## src/rtl/lighthouse_pulse_decoder.sv

```systemverilog
// lighthouse_pulse_decoder
//   Per-sensor front end for the tracking fabric. It synchronises one raw
//   photodiode envelope bit and measures the width of every light pulse.
//   Pulses are classified as lighthouse sync flashes, which carry the
//   skip/data/axis code, or as laser sweeps. Each sweep seen while locked
//   produces one timestamped record on a valid/ready handshake.
//
// Ports
//   clock            system clock (50 MHz); all counts are in these cycles
//   reset            asynchronous, active-high
//   sensor_i         raw envelope, high while light is present (asynchronous)
//   enable           decoder enable; low forces IDLE and forgets sync history
//   sweep_valid      record register holds a sweep
//   sweep_ready      consumer accepts the record this cycle
//   sweep_duration   cycles from the reference sync rise to the sweep rise
//   sweep_axis       axis bit of the reference sync
//   sweep_data       data bit of the reference sync
//   sweep_lighthouse 0 = first station of the pair, 1 = second
//   sweep_width      sweep pulse width in cycles
//   sync_locked      high while a reference sync is held
//   overflow         one-cycle pulse when a sweep is dropped
module lighthouse_pulse_decoder #(
  parameter int GLITCH_MIN   = 10,
  parameter int SWEEP_MAX    = 1000,
  parameter int SYNC_MIN     = 2500,
  parameter int SYNC_MAX     = 7000,
  parameter int SYNC_BASE    = 2865,
  parameter int SYNC_STEP    = 521,
  parameter int PAIR_GAP     = 20000,
  parameter int SWEEP_WINDOW = 420000
) (
  input  logic        clock,
  input  logic        reset,
  input  logic        sensor_i,
  input  logic        enable,
  output logic        sweep_valid,
  input  logic        sweep_ready,
  output logic [19:0] sweep_duration,
  output logic        sweep_axis,
  output logic        sweep_data,
  output logic        sweep_lighthouse,
  output logic [9:0]  sweep_width,
  output logic        sync_locked,
  output logic        overflow
);

  localparam logic [12:0] W_SAT     = 13'h1fff;
  localparam logic [12:0] GLITCH_L  = 13'(GLITCH_MIN);
  localparam logic [12:0] SWEEP_L   = 13'(SWEEP_MAX);
  localparam logic [12:0] SYNC_LO_L = 13'(SYNC_MIN);
  localparam logic [12:0] SYNC_HI_L = 13'(SYNC_MAX);
  localparam logic [19:0] PAIR_L    = 20'(PAIR_GAP);
  localparam logic [19:0] WINDOW_L  = 20'(SWEEP_WINDOW);

  typedef enum logic {IDLE = 1'b0, LOCKED = 1'b1} state_t;

  // Width counter increment that sticks at full scale
  function automatic logic [12:0] sat_inc(input logic [12:0] v);
    return (v == W_SAT) ? v : v + 13'd1;
  endfunction

  // Number of code thresholds the pulse width reaches (0..7)
  function automatic logic [2:0] sync_code(input logic [12:0] w);
    logic [2:0] c;
    c = 3'd0;
    for (int k = 1; k <= 7; k++) begin
      if (w >= 13'(SYNC_BASE + k * SYNC_STEP)) c = c + 3'd1;
    end
    return c;
  endfunction

  state_t      state;
  logic        sens_p0, sens_p1, sens_p2;
  logic [19:0] tick;
  logic [19:0] rise_ts;
  logic [19:0] ref_ts;
  logic [19:0] prev_sync_ts;
  logic        in_pulse;
  logic        have_sync;
  logic [12:0] w_cnt;
  logic        ref_axis, ref_data, ref_lh;

  logic        rise, fall, pulse_end;
  logic        is_sweep, is_sync;
  logic        sync_evt, sweep_evt;
  logic        first_sync, timed_out, load;
  logic [2:0]  code;
  logic [19:0] since_ref, since_prev;

  assign rise       = sens_p1 & ~sens_p2;
  assign fall       = ~sens_p1 & sens_p2;
  // Only falls that close a measured pulse are classified
  assign pulse_end  = fall & in_pulse & enable;
  assign is_sweep   = (w_cnt >= GLITCH_L) && (w_cnt < SWEEP_L);
  assign is_sync    = (w_cnt >= SYNC_LO_L) && (w_cnt <= SYNC_HI_L);
  assign code       = sync_code(w_cnt);
  assign sync_evt   = pulse_end & is_sync;
  assign sweep_evt  = pulse_end & is_sweep & (state == LOCKED);
  assign since_prev = rise_ts - prev_sync_ts;
  assign since_ref  = tick - ref_ts;
  assign first_sync = ~have_sync | (since_prev >= PAIR_L);
  assign timed_out  = since_ref >= WINDOW_L;
  assign load       = sweep_evt & (~sweep_valid | sweep_ready);

  // p0/p1: two-flop synchroniser; p2: edge-detect history.
  // Resetting these high means a pulse already present at reset release
  // never shows a rise, and its trailing fall finds in_pulse clear.
  always_ff @(posedge clock or posedge reset) begin
    if (reset) begin
      sens_p0  <= 1'b1;
      sens_p1  <= 1'b1;
      sens_p2  <= 1'b1;
      tick     <= '0;
      rise_ts  <= '0;
      in_pulse <= 1'b0;
      w_cnt    <= '0;
    end else begin
      sens_p0 <= sensor_i;
      sens_p1 <= sens_p0;
      sens_p2 <= sens_p1;
      tick    <= tick + 20'd1;
      if (rise) begin
        rise_ts  <= tick;
        in_pulse <= 1'b1;
        w_cnt    <= 13'd1;   // the rise cycle itself is the first high cycle
      end else if (sens_p1) begin
        w_cnt <= sat_inc(w_cnt);
      end
      if (fall) in_pulse <= 1'b0;
    end
  end

  // Sync tracking and lock state
  always_ff @(posedge clock or posedge reset) begin
    if (reset) begin
      state        <= IDLE;
      sync_locked  <= 1'b0;
      have_sync    <= 1'b0;
      prev_sync_ts <= '0;
      ref_ts       <= '0;
      ref_axis     <= 1'b0;
      ref_data     <= 1'b0;
      ref_lh       <= 1'b0;
    end else if (!enable) begin
      state       <= IDLE;
      sync_locked <= 1'b0;
      have_sync   <= 1'b0;
    end else if (sync_evt) begin
      have_sync    <= 1'b1;
      prev_sync_ts <= rise_ts;
      if (!code[2]) begin
        // Latest non-skip sync becomes the reference, even when already locked
        ref_ts      <= rise_ts;
        ref_axis    <= code[0];
        ref_data    <= code[1];
        ref_lh      <= ~first_sync;
        state       <= LOCKED;
        sync_locked <= 1'b1;
      end else if (state == LOCKED && timed_out) begin
        state       <= IDLE;
        sync_locked <= 1'b0;
      end
    end else if (state == LOCKED && timed_out) begin
      state       <= IDLE;
      sync_locked <= 1'b0;
    end
  end

  // Single-entry record register; reload allowed in the draining cycle
  always_ff @(posedge clock or posedge reset) begin
    if (reset) begin
      sweep_valid      <= 1'b0;
      sweep_duration   <= '0;
      sweep_axis       <= 1'b0;
      sweep_data       <= 1'b0;
      sweep_lighthouse <= 1'b0;
      sweep_width      <= '0;
      overflow         <= 1'b0;
    end else begin
      overflow <= sweep_evt & ~load;
      if (load) begin
        sweep_valid      <= 1'b1;
        sweep_duration   <= rise_ts - ref_ts;
        sweep_axis       <= ref_axis;
        sweep_data       <= ref_data;
        sweep_lighthouse <= ref_lh;
        sweep_width      <= w_cnt[9:0];
      end else if (sweep_ready) begin
        sweep_valid <= 1'b0;
      end
    end
  end

endmodule

```

## config.mk

```make
export PLATFORM = sky130hd
export DESIGN_NAME = lighthouse_pulse_decoder
export DESIGN_NICKNAME = d
export VERILOG_FILES = /design/src/rtl/lighthouse_pulse_decoder.sv
export SDC_FILE = /design/constraint.sdc
export NUM_CORES = 1
export LEC_CHECK = 0
export ABC_AREA = 1
export CORE_MARGIN = 4
export CORE_UTILIZATION = 55
export CTS_BUF_LIST = sky130_fd_sc_hd__clkbuf_8
export DETAILED_ROUTE_END_ITERATION = 10
export DONT_BUFFER_PORTS = 1
export PLACE_DENSITY = 0.76
export RECOVER_POWER = 100
export SLEW_MARGIN = 20
export SYNTH_ARGS = -nofsm -noshare
export SYNTH_HDL_FRONTEND = slang
export SYNTH_SLANG_ARGS = --single-unit
```

## constraint.sdc

```tcl
create_clock -name clock -period 10.3 [get_ports clock]
set_input_delay 0.515 -clock clock [delete_from_list [all_inputs] [get_ports clock]]
set_output_delay 0.515 -clock clock [all_outputs]
set_load 0.03 [all_outputs]
```

# Word level (Yosys, flattened, before mapping)
# Index checks and enable logic that the tools add are counted.
totals:
  in_bits: 5
  elab_cells: 100
  register_bits: 138
  output_inout_bits: 36
classes:
  n_eq_ne: 3
  n_lt_le_gt_ge: 13
  add_sub_neg: 11
  mux: 24
  n_bitwise: 18
  n_reduce_logical: 9
op_table:
  columns: ["op", "n"]
  rows:
  - [">= comparator 13 bit, second input constant", 5]
  - ["subtractor 20 bit", 3]
  - [">= comparator 13 x 12 -> 1 bit, second input constant", 3]
  - ["2-to-1 mux 13 bit", 3]
  - ["adder 20 x 1 -> 20 bit, second input constant", 1]
  - [">= comparator 20 x 15 -> 1 bit, second input constant", 1]
  - [">= comparator 20 x 19 -> 1 bit, second input constant", 1]
  - ["adder 3 x 1 -> 3 bit, second input constant", 6]
  - ["2-to-1 mux 3 bit", 6]
  - ["2-to-1 mux 1 bit", 15]
  - ["adder 13 x 1 -> 13 bit, second input constant", 1]
  - ["equality test 13 bit, second input constant", 1]
  - [">= comparator 13 x 4 -> 1 bit, second input constant", 1]
  - ["<= comparator 13 bit, second input constant", 1]
  - ["< comparator 13 x 10 -> 1 bit, second input constant", 1]
  - ["AND 1 bit", 9]
  - ["inverter 1 bit", 7]
  - ["nonzero test 2 bit", 3]
  - ["AND reduction 2 bit", 2]
  - ["logical AND 1 bit", 3]
  - ["AND reduction 3 bit", 1]
  - ["inequality test 2 x 1 -> 1 bit, second input constant", 1]
  - ["inequality test 2 bit, second input constant", 1]
  - ["OR 1 bit", 2]

# Logic depth before layout (Yosys ltp)
logic_depth:
  depth_word: 17
  ltp_mapped: 37

# Worst setup path after synthesis
# Ideal clock, no wire load.
synth_timing:
  path_type: "reg2reg"
  from: "reg w_cnt[4]"
  to: "reg ref_ts[1]"
  arrival_time_ns: 4.293
  path_stages_with_launch: 36
  required_time_ns: 10.178
  period_less_slack_ns: 4.416
  setup_slack_ns: 5.884
  path_cell_list: "dfrtp_1 buf_6 nor2_1 inv_1 nor4_1 a41oi_1 nand2_1 inv_1 ha_1 inv_1 nand4_1 nand2_1 inv_1 ha_1 inv_1 nand2_1 nand2_1 inv_1 ha_1 nand2_1 nand2_1 ha_1 or2_2 and2_1 ha_1 nand2_1 clkinv_1 nand2_1 nand2_1 nand2_1 nand2_1 nand2_2 nand3_4 buf_6 nand2_2 o21ai_2"
synth_via:
  elab_chain_len: 16
  elab_cells_between_ends: 26
  classes_between: "add/sub (6); order compare (9); mux (7); bitwise (2); reduce/logical (2)"
synth_rtl:
  columns: ["element", "line", "rtl"]
  rows:
  - ["start: declaration", "80", "logic [12:0] w_cnt;"]
  - ["start signal: assignment", "127", "w_cnt <= sat_inc(w_cnt);"]
  - [">= comparator 13 x 12 -> 1 bit", "67", "if (w >= 13'(SYNC_BASE + k * SYNC_STEP)) c = c + 3'd1;"]
  - ["2-to-1 mux 1 bit", "67", null]
  - ["adder 3 x 1 -> 3 bit", "67", null]
  - ["2-to-1 mux 3 bit", "67", null]
  - ["adder 3 x 1 -> 3 bit", "67", null]
  - ["2-to-1 mux 3 bit", "67", null]
  - ["adder 3 x 1 -> 3 bit", "67", null]
  - ["2-to-1 mux 3 bit", "67", null]
  - ["adder 3 x 1 -> 3 bit", "67", null]
  - ["2-to-1 mux 3 bit", "67", null]
  - ["adder 3 x 1 -> 3 bit", "67", null]
  - ["2-to-1 mux 3 bit", "67", null]
  - ["adder 3 x 1 -> 3 bit", "67", null]
  - ["2-to-1 mux 3 bit", "67", null]
  - ["inverter 1 bit (no line)", null, null]
  - ["AND reduction 3 bit (no line) (*)", null, null]
  - ["end signal: assignment", "153", "ref_ts <= rise_ts;"]
  - ["end: declaration", "76", "logic [19:0] ref_ts;"]
# Every way passes the cells marked *; elsewhere a longest branch is shown, timed or not.
# A chain may end at the register's enable or synchronous reset.

# Worst setup path after layout
layout_timing:
  from: "reg w_cnt[4]"
  to: "reg ref_ts[11]"
# Same word-level chain as after synthesis.

==> metrics <==
DRC viols 0; GRT Total Usage 0.248; worst endpoint required time roughly 11000 ps; post-synthesis cell type count slightly below 50; CTS max path bufs 2; RSZ-0062 raised after global routing no; most frequent cells in the layout nand2_1, inv_1, dfrtp_1, o21ai_0, nand3_1; proportion of layout cells with a drive suffix above 1 0.0553; die span in y around 140 um; CP dominant cell by count nand2_1; Reg2Reg Depth 32; synthesized flop and latch total 138; PwrDens 107 nW/um^2; Clock Latency Late Sink around 470 ps; core area 17500 sq um; Slew headroom -1.32; CP max FO 45; CP Launch Type flop; most common cell after layout, fill and taps aside nand2_1; area of the multi-input gates 5350 sq um; failing checks capacitance limit, slew limit; cell row count 48; final worst-path cycle share 0.624; vias in the first global route just over 8k; status finished, violations left; Pre-antenna DRT Iters 5; pins over their slew limit 232; Crit-path slowest cell nand3_1; Worst Max-Slew Pin Slew about 3500 ps; maximum vdd drop 0.0673 mV; Synth Instances 1381; Via Count 8778; clock sinks about 140; number of port buffers 0; Net count, final approximately 1.5k; CTS Hold Bufs 0; mean post-synth cell area just over 7 sq um; die area 20200 sq um; Setup CP Type reg -> reg; Synth Warn # 0; Worst Hold Path Cells 0; area grow syn2layout 4.08%; total power draw 1.10 mW; CTS tree built; DRT Wirelength 24300 um; Setup crit end kind flop; # IOs 41; largest net degree at the start of global routing 80; # diodes 0; clock slew at reported path FFs approximately 100 ps; Hold Vio Cnt, Final 0; Remaining Overflow, GRT 0; HP Class in -> reg; clock root cell clkbuf_8; Setup Viol. Count Final 0; sequential fraction of the synthesis area 0.349; Final ANT Viol Nets 0; Post-CTS Setup Bufs 0; leak pwr 5.62 nW; Synth Cell Area 9900 sq um; H-tree depth 4; first-pass GRT wire length 40400 um; register area 3460 sq um; critical path arrival 6750 ps; CTS Buf Count 17; final instance area 10300 sq um; dpl hpwl 19400 um; initial antenna violation count 1; Worst Skew 14.3 ps; Starting Density 0.566; Highest Clock Rate 155 MHz; Final min period 6430 ps; # Max-Cap Violations 4; CP max stage delay 1250 ps; placed cell area 10000 sq um; setup TNS 0 ps; gpl congestion 0.934; post_cts resized 0; DRT iter0 DRCs 713; Fill cells 1679; Synthesized Nets 1458; vias per cell 5.43; DR WL/cell 15.0 um; DIE WIDTH 142 um
[cell families (layout without fill, tap and decap cells)]
logic type | after synthesis | in the layout | share of synthesized area
AO/OA/AOI/OAI | 224 | 224 | 0.129
XOR/XNOR | 41 | 41 | 0.0363
adder cells (fa/ha/maj) | 72 | 72 | 0.0933
buffers and inverters | 234 | 245 | 0.0963
flip-flops | 138 | 138 | 0.349
AND/OR/NAND/NOR | 672 | 672 | 0.296
[state kept, by name, indices dropped and copies added (netlist names)]
name,flops
sweep_data,1
sweep_duration,20
rise_ts,20
w_cnt,13
sens_p1,1
ref_lh,1
ref_axis,1
have_sync,1
ref_data,1
sweep_lighthouse,1
prev_sync_ts,20
overflow,1
sweep_axis,1
state,1
in_pulse,1
sens_p0,1
sweep_width,10
tick,20
sync_locked,1
sweep_valid,1
ref_ts,20
sens_p2,1
[final timing paths]
kind / start / end / slack, ps
max: w_cnt[4]$_DFFE_PP0P_ / ref_ts[11]$_DFFE_PP0P_ / 3870
min: sensor_i / sens_p0$_DFF_PP1_ / 30
max reg2reg: w_cnt[4]$_DFFE_PP0P_ / ref_ts[11]$_DFFE_PP0P_ / 3870
min reg2reg: sens_p0$_DFF_PP1_ / sens_p1$_DFF_PP1_ / 370
max in group asynchronous: reset / prev_sync_ts[18]$_DFFE_PP0P_ / 5480
min in group asynchronous: reset / sweep_width[4]$_DFFE_PP0P_ / 930
[per-layer routing]
| layer | GRT usage | routed length (um) | share of wire | up-vias |
|---|---|---|---|---|
| met5 | 0 | 13 | 0.00053 | - |
| met4 | 0.0722 | 447 | 0.018 | 2 |
| met3 | 0.0420 | 1100 | 0.045 | 34 |
| met2 | 0.400 | 11300 | 0.46 | 171 |
| met1 | 0.346 | 11500 | 0.47 | 4112 |
| li1 | - | - | - | 4459 |
[power by group]
part / switching (mW) / internal [mW]
Sequential: 0.0115 / 0.548
Combinational: 0.0597 / 0.0237
Clock: 0.254 / 0.204
Total: 0.325 / 0.776
[stage by stage]
stage / util / hold WS (ps) / std cells / worst slack [ps]
floorplan: - / 345 / 1381 / 5880
global placement: 0.574 / 351 / 1585 / 5110
detailed placement: 0.574 / 347 / 1585 / 4980
CTS: 0.598 / 3.80 / 1617 / 4930
global route: 0.589 / 2.83 / 1617 / 3210
finish: 0.589 / 29.6 / 1617 / 3870
[worst max-delay path, delay by kind of cell, from the launching register on]
kind	cells	cell delay (ps)
and+or+nand+nor	18	3200
adders and majority gates	5	1290
AOI/OAI and AO/OA	2	840
DFF	1	520
buffers and inverters	7	390
[Yosys cell counts, drive strengths merged]
master | instances | area [sq um]
nor3b | 3 | 33.8
nand3b | 11 | 82.6
nor2 | 89 | 352
o211ai | 2 | 15.0
dfrtp | 135 | 3380
nor3 | 18 | 115
xnor2 | 12 | 105
o31ai | 2 | 15.0
a21o | 2 | 15.0
o21bai | 4 | 30.0
fa | 3 | 60.1
dfstp | 3 | 78.8
o311a | 1 | 10.0
nor4 | 4 | 25.0
xor2 | 29 | 254
o21ai | 131 | 734
o211a | 1 | 10.0
nand3 | 94 | 493
and3 | 1 | 6.26
clkbuf | 7 | 26.3
nand4 | 21 | 131
a21boi | 2 | 15.0
a41oi | 1 | 8.76
a211oi | 2 | 15.0
nand2 | 424 | 1640
a31oi | 4 | 25.0
buf | 17 | 139
clkinv | 1 | 3.75
or2 | 4 | 25.0
a21oi | 69 | 349
and2 | 3 | 18.8
a2111oi | 1 | 8.76
inv | 209 | 785
ha | 69 | 863
o311ai | 2 | 25.0
[layout make-up]
class,instances,area share
inverters,210,0.0767
repair buffers,3,0.00109
well taps,225,0.0273
flip-flops and latches,138,0.336
multi-input cells,1009,0.520
clock inverters,15,0.0168
clock buffers,17,0.0227
No activity file was read; power rests on OpenSTA's default activity.
